`config.mk`:
```
export PLATFORM = sky130hd
export DESIGN_NAME = instr_encoder_flat
export DESIGN_NICKNAME = d
export VERILOG_FILES = /design/src/rtl/instr_encoder_if.sv /design/src/rtl/instr_encoder.sv /design/src/flat_wrapper.sv
export SDC_FILE = /design/constraint.sdc
export NUM_CORES = 1
export LEC_CHECK = 0
export ABC_AREA = 0
export ABC_CLOCK_PERIOD_IN_PS = 3400
export BUFFER_PORTS_ARGS = -buffer_cell sky130_fd_sc_hd__clkbuf_2
export CAP_MARGIN = 20
export CORE_MARGIN = 2
export CORE_UTILIZATION = 53
export DETAILED_ROUTE_END_ITERATION = 12
export GPL_TIMING_DRIVEN = 0
export PLACE_DENSITY = 0.89
export SYNTH_ARGS = -nofsm -noshare
export SYNTH_HDL_FRONTEND = slang
export SYNTH_SLANG_ARGS = --single-unit
```
`constraint.sdc`:
```
create_clock -name clk -period 3.4 [get_ports clk]
set_clock_uncertainty 0.2 [all_clocks]
set_input_delay 0.34 -clock clk [delete_from_list [all_inputs] [get_ports clk]]
set_output_delay 0.34 -clock clk [all_outputs]
set_load 0.02 [all_outputs]
```
`src/rtl/instr_encoder_if.sv`:
```
// Request and program-memory write bundle for instr_encoder.
// slave is the encoder's view; master is the requester/memory side.
interface instr_encoder_if;
    localparam int unsigned AW = 32;
    localparam int unsigned WW = 32;
    localparam int unsigned CW = 16;

    logic          req_valid;
    logic          req_ready;
    logic [2:0]    req_kind;
    logic [4:0]    rs;
    logic [4:0]    rt;
    logic [4:0]    rd;
    logic [4:0]    shamt;
    logic [5:0]    funct;
    logic [15:0]   imm;
    logic          mem_we;
    logic          mem_ready;
    logic [AW-1:0] mem_addr;
    logic [WW-1:0] mem_wdata;
    logic [CW-1:0] words_written;
    logic          err;

    modport slave (
        input  req_valid, req_kind, rs, rt, rd, shamt, funct, imm, mem_ready,
        output req_ready, mem_we, mem_addr, mem_wdata, words_written, err
    );

    modport master (
        output req_valid, req_kind, rs, rt, rd, shamt, funct, imm, mem_ready,
        input  req_ready, mem_we, mem_addr, mem_wdata, words_written, err
    );
endinterface

```
`src/rtl/instr_encoder.sv`:
```
// MIPS-style instruction encoder feeding program memory through a 2-entry FIFO.
// Define INSTR_ENCODER_BRANCH_EN to encode BEQ/BNE; otherwise they flag err.
module instr_encoder #(
    parameter logic [31:0] BASE_ADDR = 32'h0040_0000
) (
    input  logic          clk,
    input  logic          reset,
    input  logic          restart,
    instr_encoder_if.slave bus
);
    localparam int unsigned AW = 32;
    localparam int unsigned WW = 32;
    localparam int unsigned CW = 16;

    logic [WW-1:0] d0_q, d0_d, d1_q, d1_d;
    logic          v0_q, v0_d, v1_q, v1_d;
    logic [AW-1:0] addr_q, addr_d;
    logic [CW-1:0] cnt_q, cnt_d;
    logic          err_q, err_d;

    logic [WW-1:0] word_c;
    logic          ok_c;
    logic          accept;
    logic          push;
    logic          pop;

    // Field packing per request kind; ok_c low marks an unsupported kind.
    always_comb begin
        word_c = '0;
        ok_c   = 1'b1;
        case (bus.req_kind)
            3'd0: word_c = {6'h00, bus.rs, bus.rt, bus.rd, bus.shamt, bus.funct};
            3'd1: word_c = {6'h08, bus.rs, bus.rt, bus.imm};
            3'd2: word_c = {6'h0d, bus.rs, bus.rt, bus.imm};
            3'd3: word_c = {6'h0f, 5'd0, bus.rt, bus.imm};
            3'd4: word_c = {6'h23, bus.rs, bus.rt, bus.imm};
            3'd5: word_c = {6'h2b, bus.rs, bus.rt, bus.imm};
`ifdef INSTR_ENCODER_BRANCH_EN
            3'd6: word_c = {6'h04, bus.rs, bus.rt, bus.imm};
            3'd7: word_c = {6'h05, bus.rs, bus.rt, bus.imm};
`else
            3'd6: ok_c = 1'b0;
            3'd7: ok_c = 1'b0;
`endif
            default: ok_c = 1'b0;
        endcase
    end

    assign bus.req_ready = !v1_q && !restart && !reset;
    assign accept        = bus.req_valid && bus.req_ready;
    assign push          = accept && ok_c;
    assign pop           = v0_q && bus.mem_ready;

    // Shift FIFO: slot 0 is always the head driven onto the memory port.
    always_comb begin
        d0_d   = d0_q;
        d1_d   = d1_q;
        v0_d   = v0_q;
        v1_d   = v1_q;
        addr_d = addr_q;
        cnt_d  = cnt_q;
        err_d  = err_q;

        if (pop) begin
            addr_d = addr_q + AW'(4);
            cnt_d  = cnt_q + CW'(1);
        end
        if (accept && !ok_c) begin
            err_d = 1'b1;
        end

        case ({push, pop})
            2'b01: begin
                d0_d = d1_q;
                v0_d = v1_q;
                v1_d = 1'b0;
            end
            2'b10: begin
                if (!v0_q) begin
                    d0_d = word_c;
                    v0_d = 1'b1;
                end else begin
                    d1_d = word_c;
                    v1_d = 1'b1;
                end
            end
            2'b11: begin
                if (v1_q) begin
                    d0_d = d1_q;
                    d1_d = word_c;
                end else begin
                    d0_d = word_c;
                end
            end
            default: ;
        endcase

        // Flush wins over any write completing this cycle.
        if (restart) begin
            d0_d   = '0;
            d1_d   = '0;
            v0_d   = 1'b0;
            v1_d   = 1'b0;
            addr_d = BASE_ADDR;
            cnt_d  = '0;
            err_d  = 1'b0;
        end
    end

    always_ff @(posedge clk) begin
        if (reset) begin
            d0_q   <= '0;
            d1_q   <= '0;
            v0_q   <= 1'b0;
            v1_q   <= 1'b0;
            addr_q <= BASE_ADDR;
            cnt_q  <= '0;
            err_q  <= 1'b0;
        end else begin
            d0_q   <= d0_d;
            d1_q   <= d1_d;
            v0_q   <= v0_d;
            v1_q   <= v1_d;
            addr_q <= addr_d;
            cnt_q  <= cnt_d;
            err_q  <= err_d;
        end
    end

    assign bus.mem_we        = v0_q;
    assign bus.mem_wdata     = d0_q;
    assign bus.mem_addr      = addr_q;
    assign bus.words_written = cnt_q;
    assign bus.err           = err_q;

endmodule

```
`src/flat_wrapper.sv`:
```
// flat-port wrapper written by rule: the top's interface ports become plain ports
module instr_encoder_flat 
#(
    parameter logic [31:0] BASE_ADDR = 32'h0040_0000
)
  (clk, reset, restart, bus_req_valid, bus_req_kind, bus_rs, bus_rt, bus_rd, bus_shamt, bus_funct, bus_imm, bus_mem_ready, bus_req_ready, bus_mem_we, bus_mem_addr, bus_mem_wdata, bus_words_written, bus_err);
  instr_encoder_if bus_i ();
  input  logic clk;
  input  logic reset;
  input  logic restart;
  input wire logic [$bits(bus_i.req_valid)-1:0] bus_req_valid;
  input wire logic [$bits(bus_i.req_kind)-1:0] bus_req_kind;
  input wire logic [$bits(bus_i.rs)-1:0] bus_rs;
  input wire logic [$bits(bus_i.rt)-1:0] bus_rt;
  input wire logic [$bits(bus_i.rd)-1:0] bus_rd;
  input wire logic [$bits(bus_i.shamt)-1:0] bus_shamt;
  input wire logic [$bits(bus_i.funct)-1:0] bus_funct;
  input wire logic [$bits(bus_i.imm)-1:0] bus_imm;
  input wire logic [$bits(bus_i.mem_ready)-1:0] bus_mem_ready;
  output wire logic [$bits(bus_i.req_ready)-1:0] bus_req_ready;
  output wire logic [$bits(bus_i.mem_we)-1:0] bus_mem_we;
  output wire logic [$bits(bus_i.mem_addr)-1:0] bus_mem_addr;
  output wire logic [$bits(bus_i.mem_wdata)-1:0] bus_mem_wdata;
  output wire logic [$bits(bus_i.words_written)-1:0] bus_words_written;
  output wire logic [$bits(bus_i.err)-1:0] bus_err;
  assign bus_i.req_valid = bus_req_valid;
  assign bus_i.req_kind = bus_req_kind;
  assign bus_i.rs = bus_rs;
  assign bus_i.rt = bus_rt;
  assign bus_i.rd = bus_rd;
  assign bus_i.shamt = bus_shamt;
  assign bus_i.funct = bus_funct;
  assign bus_i.imm = bus_imm;
  assign bus_i.mem_ready = bus_mem_ready;
  assign bus_req_ready = bus_i.req_ready;
  assign bus_mem_we = bus_i.mem_we;
  assign bus_mem_addr = bus_i.mem_addr;
  assign bus_mem_wdata = bus_i.mem_wdata;
  assign bus_words_written = bus_i.words_written;
  assign bus_err = bus_i.err;
  instr_encoder #(.BASE_ADDR(BASE_ADDR)) u_core (.clk(clk), .reset(reset), .restart(restart), .bus(bus_i));
endmodule
```
Word level (Yosys, flattened, before mapping)
Cells that the tools add are included.
{"block": "word_totals", "latchBits": 0, "memories": 0, "output_inout_bits": 83, "in_bits": 50, "rom_bits": 0, "register_bits": 115, "ramBits": 0}
{"block": "classes", "n_bitwise": 0, "shifts": 0, "reduce_logical": 18, "mul": 0, "n_addsub": 2, "n_eq_ne": 13, "n_lt_le_gt_ge": 0, "n_div": 0, "n_mux": 11}
{"operator": "$pmux W32 S6", "n": 1}
{"operator": "$mux W32", "n": 4}
{"operator": "$pmux W32 S3", "n": 1}
{"operator": "$pmux W32 S2", "n": 1}
{"operator": "$add A32 B3 Y32 const B", "n": 1}
{"operator": "$add A16 B1 Y16 const B", "n": 1}
{"operator": "$eq A3 B3 Y1 const B", "n": 4}
{"operator": "$eq A3 B2 Y1 const B", "n": 2}
{"operator": "$logic_and A1 B1 Y1", "n": 6}
{"operator": "$eq A2 B2 Y1 const B", "n": 2}
{"operator": "$ne A2 B1 Y1 const B", "n": 2}
{"operator": "$pmux W1 S2", "n": 2}
{"operator": "$reduce_and A2 Y1", "n": 2}
{"operator": "$reduce_bool A2 Y1", "n": 2}
{"operator": "$reduce_or A2 Y1", "n": 2}
{"operator": "$eq A3 B1 Y1 const B", "n": 1}
{"operator": "$logic_not A1 Y1", "n": 3}
{"operator": "$logic_not A3 Y1", "n": 1}
{"operator": "$reduce_and A3 Y1", "n": 1}
{"operator": "$reduce_bool A3 Y1", "n": 1}
{"operator": "$eq A2 B1 Y1 const B", "n": 1}
{"operator": "$mux W1", "n": 2}
{"operator": "$ne A2 B2 Y1 const B", "n": 1}

Logic depth before layout (Yosys ltp)
{"block": "depth", "depth_word": 8, "ltp_mapped": 11, "depth_no_buf": 7}

Worst setup path before layout
Ideal clock, no wire load.
{"block": "synth_path", "path_kind": "in2reg", "startpoint": "in restart", "endpoint": "reg u_core.d0_q[21] (netlist: u_core.bus.mem_wdata[21])", "arrival_time_ps": 2455, "slack_ps": 660, "path_stages": 10, "cell_sequence": "or2_2 > clkbuf_1 > clkbuf_1 > nor3_1 > ha_1 > clkbuf_1 > nand2b_1 > clkbuf_1 > a32oi_1 > a211oi_1"}
{"block": "synth_between", "elab_chain_len": 8, "elab_cells_between_ends": 13}
{"element": "start: declaration", "line_no": "flat_wrapper.sv:10", "rtl": "input logic restart;"}
{"element": "$logic_not A1 Y1", "line_no": "instr_encoder.sv:49", "rtl": "assign bus.req_ready = !v1_q && !restart && !reset;"}
{"element": "$logic_and A1 B1 Y1 (2 in a row)", "line_no": "instr_encoder.sv:49"}
{"element": "$logic_and A1 B1 Y1", "line_no": "instr_encoder.sv:50", "rtl": "assign accept = bus.req_valid && bus.req_ready;"}
{"element": "$logic_and A1 B1 Y1", "line_no": "instr_encoder.sv:51", "rtl": "assign push = accept && ok_c;"}
{"element": "$eq A2 B2 Y1 / $eq A2 B1 Y1 (equally long branches)", "line_no": "instr_encoder.sv:72", "rtl": "case ({push, pop})"}
{"element": "$ne A2 B2 Y1 (no source line) / $reduce_bool A3 Y1 (equally long branches)"}
{"element": "$reduce_and A2 Y1 (no source line)"}
{"element": "end signal: assignment", "line_no": "instr_encoder.sv:112", "rtl": "d0_q <= '0;"}
{"element": "end signal: assignment", "line_no": "instr_encoder.sv:120", "rtl": "d0_q <= d0_d;"}
{"element": "end: declaration", "line_no": "instr_encoder.sv:15", "rtl": "logic [WW-1:0] d0_q, d0_d, d1_q, d1_d;"}
Parallel ways exist; a longest one is shown, timed or not.
A chain may end at the register's enable or synchronous reset.

Worst setup path in the final report
{"block": "layout_path", "startpoint": "in restart", "endpoint": "reg u_core.d0_q[24] (netlist: u_core.bus.mem_wdata[24])"}
Same word-level chain as after synthesis.

==> flow_summary.toml <==
[status]
outcome = "completed"

[sta]
timing.final.crit_share = 0.9259
slew_headroom = 0.4685
fin_crit_ps = 3148
tightestPinTransition_ps = 791.9
finalHoldViolCount = 0
final-max-slew-violation-count = 0
setup_ws_ps = 252.1
setup_tns_ps = 0
setup_viol = 0
fmax_mhz = 317.7

[critical_path]
cp-startpoint = "restart"
critical-path-top-delay-family = "buffers and inverters"
cp_cell_sequence = "clkbuf_2 > or2_2 > clkbuf_1 > clkbuf_1 > nor3_1 > ha_1 > clkbuf_1 > nand2b_1 > clkbuf_1 > a32oi_1 > a211oi_1"
end_kind = "flip-flop"
critPathRequiredTime_ps = 3490
crit_buf_inv = 5
cpMaxStageDelayCell = "clkbuf_1"
cp.depth = 11
r2r-start = "u_core.bus.mem_we"
crit_type = "in2reg"
crit_arrival_ps = 3240
cp_max_fo = 10
slowest_delay_ps = 430
r2r_cells = 8
crit_path_start_kind = "primary input"
cpMostUsedCell = "clkbuf_1"

[yosys]
synth.avg_cell_area_um2 = 8.523
synthDominantCellAreaShare = 0.4382
synth_mux_area_frac = 0.001974
synth_area_leaders = "dfxtp_1, a21oi_1, a211oi_1"
synthAdderAreaFrac = 0.01234
synth_top_family_by_area = "compound AO/OA/AOI/OAI gates"
ys.flop_type = "dfxtp_1"
synth_compound_area_frac = 0.2388
syn_area_mm2 = 0.005071
ys_ff_latch = 111
yosysSeqAreaShare = 0.4382
yosys.area.top_type = "dfxtp_1"
synth_edf_count = 0
synth.distinct_cells = 48
synthSimpleGateAreaFrac = 0.2248
synthXorXnorAreaFrac = 0.03454
synthCells = 595
synthArstFlopShare = 0
ys.warnings.count = 0

[layout]
antenna_cells = 0
synthToLayoutAreaGrowth_pct = 19.94
nets = 791
drive_gt1_frac = 0.2159
nFillCells = 778
fin_area_mm2 = 0.006082

[placed_design]
numPortBuffers = 129
place.gp.congestion = 0.9614
dpl_cell_area_mm2 = 0.005886
place_ws_ps = -70.03
dp_hpwl_um = 10480

[cts]
clock_latency_ps = 380
clkSinkCount = 111
cts_tree = "done"
hold_buffers = 0
clock_path_buffers = 2
cts.htree.levels = 3
root_buffer = "clkbuf_8"
postCtsSetupBuffers = 0
clk_pin_slew_ps = 110
cts_buffers = 9

[drt]
wl_per_cell_um = 16.06
first_pass_iters = 5
drt-total-wl_um = 13970
vias_per_cell = 5.948
vias = 5175
drc_errors = 0
ant_nets = 0
drtIter0Drc = 339

[power]
power-per-cell-area_mw_per_mm2 = 383.5
leakagePower_nw = 2.248
peakVddDrop_mv = 0.1966
finalPower_w = 0.002333

[die]
std_cell_rows = 35
boundaryPins = 133
core_mm2 = 0.009240
start_util = 0.5488
die_x_um = 101.8
die_area_mm2 = 0.01037
die_y_um = 101.8

[worst_hold_path]
hold_class = "in2reg"
hp-start = "bus_rs[2]"
hold_depth = 3

[global_route]
grt_use_total = 0.2684
antenna_found_initial = 0
grt_max_degree = 22
grt_pass1_vias = 4823
grt_overflow = 0
grt_pass1_wl_um = 22410

[flow_run]
max_cap_violations = 0
-- state kept, by name (all words and copies together), names as in the netlist --
signal	flops
u_core.bus.mem_we	1
u_core.bus.err	1
u_core.bus.mem_wdata	31
u_core.v1_q	1
u_core.bus.words_written	16
u_core.bus.mem_addr	30
u_core.d1_q	31
-- area by class of cell --
| cell class | instances | area (um^2) | share of cell area |
|---|---|---|---|
| well taps | 129 | 161.4 | 0.02654 |
| plain buffers | 50 | 209.0 | 0.03436 |
| clock inverters | 7 | 70.07 | 0.01152 |
| clock buffers | 9 | 123.9 | 0.02037 |
| multi-input cells | 426 | 2613 | 0.4295 |
| inverters | 9 | 37.54 | 0.006172 |
| repair buffers | 129 | 645.6 | 0.1062 |
| flip-flops and latches | 111 | 2222 | 0.3654 |
-- worst min-delay path: stages --
cell and delay, ps:
clkbuf_2 90, nand3_1 60, a21oi_1 60
-- layout by cell type, fill, tap and decap left out, types with 4 or more instances in the layout --
master,instances
xnor2_1,6
or3_1,6
a2bb2oi_1,19
a21oi_1,54
nand4_1,12
nand2_1,41
inv_1,8
and4_1,7
nor2b_1,4
inv_8,4
clkbuf_1,40
xor2_1,14
o21ai_0,22
a211oi_1,34
o31ai_1,14
a31oi_1,17
buf_1,4
clkbuf_2,129
and2_1,4
nor2_1,65
nand3_1,27
clkbuf_8,9
dfxtp_1,111
ha_1,5
or4_1,13
a32oi_1,10
and3_1,5
nor4_1,4
nand2b_1,4
nor4b_1,16
-- metrics by stage --
stage,hold WS [ps],instances,utilization
finish,4.261,870,0.6582
global route,7.669,870,0.6582
CTS,0.9617,871,0.6580
detailed placement,250.2,855,0.6370
global placement,238.6,855,0.6370
floorplan,231.5,597,-
-- power by group --
group	internal, W	switching, W
Sequential	0.00131	0.00000731
Clock	0.000293	0.000504
Combinational	0.0000795	0.000136
Total	0.00169	0.000648
-- Yosys cell counts (all sizes together) (6+ instances only) --
library cell / number
dfxtp: 111
nor2: 66
a21oi: 54
nand2: 41
clkbuf: 40
a211oi: 34
nand3: 27
o21ai: 23
a2bb2oi: 19
a31oi: 17
nor4b: 16
or4: 15
o31ai: 14
xor2: 14
nand4: 13
buf: 11
a32oi: 10
inv: 9
and4: 8
or3: 6
xnor2: 6
-- path summary, 6_finish.rpt --
check,slack [ps],to
worst min register to register,270,u_core.d1_q[17]
worst max-delay path,250,u_core.bus.mem_wdata[24]
worst min-delay path,4,u_core.d1_q[23]
worst max register to register,320,u_core.bus.mem_wdata[12]
-- per-layer routing --
metal  vias to the layer above  wire, um  track usage  share of wire
met1                      2423      5977       0.3485           0.43
met5                         -         0            0              0
met4                         0       283       0.1087          0.020
met3                        27      1040      0.04993          0.074
met2                       233      6668       0.4428           0.48
li1                       2492         -            -              -
-- kinds of logic (layout without fill, tap and decap cells) --
family | count (synthesis) | count (layout)
simple gates | 216 | 216
other cells | 1 | 3
buf+inv | 60 | 204
mux | 1 | 1
compound gates | 181 | 181
fa+ha+maj | 5 | 5
xor+xnor | 20 | 20
flops | 111 | 111
-- repair_timing --
item,in CTS,in global routing
endpoints found under the hold margin,0,0
endpoints found under the setup margin,0,30
gates resized for setup,0,2
Note: power is estimated with default switching activity, not from simulation.
